<file path="config.mk">
export PLATFORM = sky130hd
export DESIGN_NAME = dmem_arbiter
export DESIGN_NICKNAME = d
export VERILOG_FILES = /design/src/rtl/dmem_arbiter.sv
export SDC_FILE = /design/constraint.sdc
export NUM_CORES = 1
export LEC_CHECK = 0
export BUFFER_PORTS_ARGS = -buffer_cell sky130_fd_sc_hd__buf_4
export CAP_MARGIN = 20
export CORE_AREA = 3 3 115 117
export DETAILED_ROUTE_END_ITERATION = 12
export DIE_AREA = 0 0 118 120
export GPL_ROUTABILITY_DRIVEN = 0
export PLACE_DENSITY = 0.65
export SYNTH_ARGS = -nofsm -noshare
export SYNTH_HDL_FRONTEND = slang
export SYNTH_SLANG_ARGS = --single-unit
</file>
<file path="constraint.sdc">
create_clock -name clk -period 2.12 [get_ports clk]
set_input_delay 0 -clock clk [delete_from_list [all_inputs] [get_ports clk]]
set_output_delay 0 -clock clk [all_outputs]
set_load 0.05 [all_outputs]
</file>
<file path="src/rtl/dmem_arbiter.sv">
// -----------------------------------------------------------------------------
// dmem_arbiter
//
// Shares a single-port data memory between two requesters:
//   port 0 : pipeline MEM stage
//   port 1 : loader / debug DMA
//
// Grants are combinational and round-robin. A write lands at the same rising
// edge as its grant. A read returns registered data one cycle after its grant.
//
// A granted port may hold the memory across transactions by keeping lockN
// high. A lock is held for at most LOCK_MAX cycles. When a lock times out:
//   - the port is forced off,
//   - lock_err pulses for one cycle,
//   - the port may not relock until it drops lockN once.
//
// Optional feature (macro DMEM_ARB_PERF_EN): when defined, the block adds
// 32-bit counters gnt_cnt0, gnt_cnt1 and stall_cnt. The counters wrap.
//
// Ports:
//   clk, reset                    clock, synchronous active-high reset
//   req0/1, we0/1, lock0/1        request, write enable, lock request
//   addr0/1, wdata0/1             word address and write data per port
//   gnt0/1                        combinational grant
//   rvalid0/1, rdata0/1           registered read response per port
//   lock_err                      one-cycle pulse on lock timeout
//   mem_we, mem_addr, mem_wdata   to memory
//   mem_rdata                     from memory (combinational read)
//   gnt_cnt0/1, stall_cnt         perf counters (DMEM_ARB_PERF_EN only)
// -----------------------------------------------------------------------------
module dmem_arbiter #(
   parameter int ADDR_W   = 32,
   parameter int DATA_W   = 32,
   parameter int LOCK_MAX = 16
) (
   input  logic              clk,
   input  logic              reset,
   input  logic              req0,
   input  logic              req1,
   input  logic              we0,
   input  logic              we1,
   input  logic              lock0,
   input  logic              lock1,
   input  logic [ADDR_W-1:0] addr0,
   input  logic [ADDR_W-1:0] addr1,
   input  logic [DATA_W-1:0] wdata0,
   input  logic [DATA_W-1:0] wdata1,
   output logic              gnt0,
   output logic              gnt1,
   output logic              rvalid0,
   output logic              rvalid1,
   output logic [DATA_W-1:0] rdata0,
   output logic [DATA_W-1:0] rdata1,
   output logic              lock_err,
   output logic              mem_we,
   output logic [ADDR_W-1:0] mem_addr,
   output logic [DATA_W-1:0] mem_wdata,
   input  logic [DATA_W-1:0] mem_rdata
`ifdef DMEM_ARB_PERF_EN
   ,
   output logic [31:0]       gnt_cnt0,
   output logic [31:0]       gnt_cnt1,
   output logic [31:0]       stall_cnt
`endif
);

   localparam int CNT_W = $clog2(LOCK_MAX + 1);
   localparam logic [CNT_W-1:0] CNT_MAX = CNT_W'(LOCK_MAX);
   localparam logic [CNT_W-1:0] CNT_ONE = CNT_W'(1);

   typedef enum logic [1:0] {
      ARB   = 2'd0,
      LOCK0 = 2'd1,
      LOCK1 = 2'd2
   } state_t;

   state_t           state_reg, state_next;
   logic             last_gnt_reg, last_gnt_next;
   logic [CNT_W-1:0] lock_cnt_reg, lock_cnt_next;
   logic [1:0]       blk_reg, blk_next;
   logic             lock_err_reg, lock_err_next;

   // Per-port views so the response path can be generated for both ports.
   logic [1:0]        req_v, we_v, lock_v, gnt_v;
   logic [DATA_W-1:0] rdata_v [2];
   logic [1:0]        rvalid_v;

   assign req_v  = {req1, req0};
   assign we_v   = {we1, we0};
   assign lock_v = {lock1, lock0};

   // ---------------------------------------------------------------- FSM
   always_ff @(posedge clk) begin
      if (reset) begin
         state_reg    <= ARB;
         last_gnt_reg <= 1'b1;   // port 0 wins the first conflict
         lock_cnt_reg <= '0;
         blk_reg      <= 2'b00;
         lock_err_reg <= 1'b0;
      end else begin
         state_reg    <= state_next;
         last_gnt_reg <= last_gnt_next;
         lock_cnt_reg <= lock_cnt_next;
         blk_reg      <= blk_next;
         lock_err_reg <= lock_err_next;
      end
   end

   always_comb begin
      state_next    = state_reg;
      last_gnt_next = last_gnt_reg;
      lock_cnt_next = lock_cnt_reg;
      // A block flag clears as soon as its port lets go of lock.
      blk_next      = blk_reg & lock_v;
      lock_err_next = 1'b0;
      gnt_v         = 2'b00;

      case (state_reg)
         ARB: begin
            if (req_v == 2'b11)
               gnt_v = last_gnt_reg ? 2'b01 : 2'b10;
            else
               gnt_v = req_v;

            if (gnt_v[0] && lock_v[0] && !blk_reg[0]) begin
               state_next    = LOCK0;
               lock_cnt_next = CNT_ONE;
            end else if (gnt_v[1] && lock_v[1] && !blk_reg[1]) begin
               state_next    = LOCK1;
               lock_cnt_next = CNT_ONE;
            end
         end

         LOCK0: begin
            // The other port stalls even when the owner is idle.
            gnt_v[0] = req_v[0];
            if (!lock_v[0]) begin
               state_next    = ARB;
               lock_cnt_next = '0;
            end else if (lock_cnt_reg == CNT_MAX) begin
               state_next    = ARB;
               lock_cnt_next = '0;
               lock_err_next = 1'b1;
               blk_next[0]   = 1'b1;
            end else begin
               lock_cnt_next = lock_cnt_reg + CNT_ONE;
            end
         end

         LOCK1: begin
            gnt_v[1] = req_v[1];
            if (!lock_v[1]) begin
               state_next    = ARB;
               lock_cnt_next = '0;
            end else if (lock_cnt_reg == CNT_MAX) begin
               state_next    = ARB;
               lock_cnt_next = '0;
               lock_err_next = 1'b1;
               blk_next[1]   = 1'b1;
            end else begin
               lock_cnt_next = lock_cnt_reg + CNT_ONE;
            end
         end

         default: state_next = ARB;
      endcase

      // No transaction is accepted while reset is high, so no write can
      // reach memory during reset.
      if (reset)
         gnt_v = 2'b00;

      if (gnt_v[0])
         last_gnt_next = 1'b0;
      else if (gnt_v[1])
         last_gnt_next = 1'b1;
   end

   assign gnt0     = gnt_v[0];
   assign gnt1     = gnt_v[1];
   assign lock_err = lock_err_reg;

   // ------------------------------------------------------- memory mux
   always_comb begin
      mem_we    = 1'b0;
      mem_addr  = '0;
      mem_wdata = '0;
      if (gnt_v[0]) begin
         mem_we    = we0;
         mem_addr  = addr0;
         mem_wdata = wdata0;
      end else if (gnt_v[1]) begin
         mem_we    = we1;
         mem_addr  = addr1;
         mem_wdata = wdata1;
      end
   end

   // -------------------------------------------------- read responses
   for (genvar gi = 0; gi < 2; gi++) begin : g_resp
      logic              rvalid_reg;
      logic [DATA_W-1:0] rdata_reg;

      always_ff @(posedge clk) begin
         if (reset) begin
            rvalid_reg <= 1'b0;
            rdata_reg  <= '0;
         end else begin
            rvalid_reg <= gnt_v[gi] & ~we_v[gi];
            if (gnt_v[gi] && !we_v[gi])
               rdata_reg <= mem_rdata;
         end
      end

      assign rvalid_v[gi] = rvalid_reg;
      assign rdata_v[gi]  = rdata_reg;
   end

   assign rvalid0 = rvalid_v[0];
   assign rvalid1 = rvalid_v[1];
   assign rdata0  = rdata_v[0];
   assign rdata1  = rdata_v[1];

`ifdef DMEM_ARB_PERF_EN
   // ------------------------------------------------- perf counters
   logic stall;
   // A cycle counts once as a stall even if both ports are waiting.
   assign stall = |(req_v & ~gnt_v);

   always_ff @(posedge clk) begin
      if (reset) begin
         gnt_cnt0  <= '0;
         gnt_cnt1  <= '0;
         stall_cnt <= '0;
      end else begin
         if (gnt_v[0]) gnt_cnt0  <= gnt_cnt0 + 32'd1;
         if (gnt_v[1]) gnt_cnt1  <= gnt_cnt1 + 32'd1;
         if (stall)    stall_cnt <= stall_cnt + 32'd1;
      end
   end
`endif

endmodule

</file>
==> flow_summary.toml <==
[logic_synthesis]
synth_nets = 632
ys_seq_elements = 77
synth_top_area_share_pct = 40.3
syn_inst = 458
yosysWarnings = 0
ys_top_cells_by_area = "dfxtp_1, a22o_1, o311ai_0, nand2_1, o21ai_0"
synth_cell_types = 45
async_reset_ff_share_pct = 0
synth_area_mm2 = 0.00383
synth_edf_count = 0
synth_top_area_cell = "dfxtp_1"
syn_area_per_cell_um2 = 8.36
ys.flop_type = "dfxtp_1"
ys_seq_area_share_pct = 40.3

[sta]
hold_slack_ns = 0.241
setup_viol = 1
slew_viol_final = 0
finClkSkew_ns = 0.00697
tightest_slew_ns = 0.634
clock.fmax_mhz = 469
relSlewSlack_pct = 57.7
layout_setup_ws_ns = -0.0111
hold_viol_final = 0
post-route-period-util_pct = 101
tns_ns = -0.0111
fin_crit_ns = 2.13
rsz0062_at_grt = "yes"

[detailed_routing]
wirelength_um = 19900
drc = 0
first_iter_violations = 363
routed_via_density = 5.14
wl_per_cell_um = 20.5
drt_pass1_iterations = 5
vias = 4972
ant_nets = 0

[power_and_ir_drop]
vdd_drop_max_mv = 0.387
leakage_nw = 3.42
power_density_mw_per_mm2 = 796

[worst_setup_path]
crit_chain = "inv_2 > ha_4 > a21boi_4 > o21ai_4 > a21oi_4 > buf_12 > a22o_1 > buf_4"
reg2reg_to = "blk_reg[1]"
startpoint_type = "flop"
max_stage_delay_ns = 0.34
crit_arrival_ns = 2.13
worstSetupPathType = "reg -> out"
r2r.worst_path.cells = 7
endpoint_kind = "primary output"
r2r_setup_slack_ns = 0.17
r2r-start = "lock_cnt_reg[0]"
path_delay_family = "compound AO/OA/AOI/OAI gates"
cpMaxStageDelayCell = "dfxtp_2"
cp.required_ns = 2.12
cp_max_fo = 32
critPathBufInv = 3
critical_path_depth = 8

[clock_tree]
clockBufferDepth = 2
htree_levels = 3
cts_tree = "done"
path_clk_slew_ns = 0.06
cts_buffers = 9
clk_latency_ns = 0.33
cts_root_buffer = "clkbuf_16"
cts.sinks = 77

[worst_hold_path]
hold_depth = 5
hold_start = "req0"
min_to = "state_reg[0]"
hold_path_class = "in -> reg"

[floorplanning]
pin_count = 302
core_mm2 = 0.0125
die_y_um = 120
start_util_pct = 30.7
dieArea_mm2 = 0.0142
fp.dieW_um = 118
row_count = 41

[layout]
nNetsFinal = 963
final_util_pct = 58.6
syn_to_final_growth_pct = 90.8
drive_gt1_share_pct = 45.1
fin_area_mm2 = 0.00730

[placed_design]
io_buffers = 301
dpl_cell_area_mm2 = 0.00622
post-place-ws_ns = -0.00902
dp_hpwl_um = 14300

[global_route]
grt_pass1_wl_um = 28300
gr-total-overflow = 0
grt_max_degree = 68
antenna_found_initial = 2
grt_usage_pct = 25.8
grt_pass1_vias = 4734

[status]
status = "finished with violations"
violations = "negative setup slack"

[job]
cap_violations = 0
-- through the flow --
step           std cells  power, mW
2_1_floorplan        458       3.16
3_3_place_gp         897       3.99
3_5_place_dp         897       4.01
4_1_cts              958       5.71
5_1_grt              968       6.04
6_report             968       5.81
-- logic make-up after synthesis --
kind of cell	after synthesis	share of synthesized area, %
AOI/OAI and AO/OA	192	36.8
adders and majority gates	6	1.96
buffers and inverters	86	9.51
DFF	77	40.3
muxes	1	0.261
and+or+nand+nor	96	11.2
-- how the worst max path moves through the flow --
stage / startpoint / to / slack, ns
floorplan: state_reg[0] / mem_addr[0] / 0.20
global placement: state_reg[0] / mem_addr[24] / 0.06
detailed placement: state_reg[0] / mem_addr[24] / -0.009
CTS: state_reg[0] / mem_addr[30] / 0.02
global route: state_reg[0] / mem_addr[30] / -0.07
finish: state_reg[0] / mem_addr[30] / -0.01
-- area by class of cell --
type,instances,area [um^2]
fill,1086,5160
timing repair buffer,361,3060
multi-input combinational,295,2020
sequential,77,1550
clock buffer,12,256
tap,172,215
inverter,45,171
clock inverter,4,31.3
antenna,2,5.00
-- per-layer routing --
layer | routed length (um) | GRT usage [%] | vias to the layer above
met1 | 7640 | 31.0 | 2366
met3 | 1580 | 7.07 | 17
li1 | - | - | 2343
met4 | 295 | 4.98 | 0
met2 | 10300 | 46.3 | 246
met5 | 0 | 0 | -
-- synth_stat cells (all sizes together) (2+ instances only) --
library cell	n
and3	2
nor2b	3
nor2	3
nand3	4
o41ai	3
a21oi	11
o32ai	3
a22o	64
o21ai	66
nor3	4
nand2b	2
inv	44
nand2	69
nor3b	2
nand4	2
dfxtp	77
ha	6
buf	18
clkbuf	23
o311ai	32
o31ai	3
-- placed cells by master (no fill, tap or decap), drive strengths merged, types with 2 or more instances in the layout --
master / count
a21oi: 11
a22o: 64
and3: 2
buf: 320
clkbuf: 15
clkinvlp: 3
dfxtp: 77
diode: 2
dlygate4sd3: 38
ha: 6
inv: 45
nand2: 69
nand2b: 2
nand3: 4
nand4: 2
nor2: 3
nor2b: 3
nor3: 4
nor3b: 2
o21ai: 66
o311ai: 32
o31ai: 3
o32ai: 3
o41ai: 3
-- where the power goes --
part	internal, mW	switching (mW)
clock network	0.862	0.612
registers	1.56	0.0712
logic	1.02	1.68
total	3.45	2.36
-- worst reg2reg max path, cell delays in order (launching register included) --
cell and delay (ns):
dfxtp_1 0.34, inv_1 0.09, ha_1 0.16, nor4bb_1 0.26, buf_4 0.21, a21oi_1 0.08, nor3b_1 0.19, dlygate4sd3_1 0.57
-- repair_timing --
action | 4_1_cts | 5_1_grt
setup endpoints to repair | 65 | 65
hold buffers | 38 | 0
buffers inserted | 5 | 5
resized for setup | 35 | 20
pin swaps | 2 | 5
cloned | 2 | 3
hold endpoints to repair | 69 | 0
(Power assumes the default switching activity.)
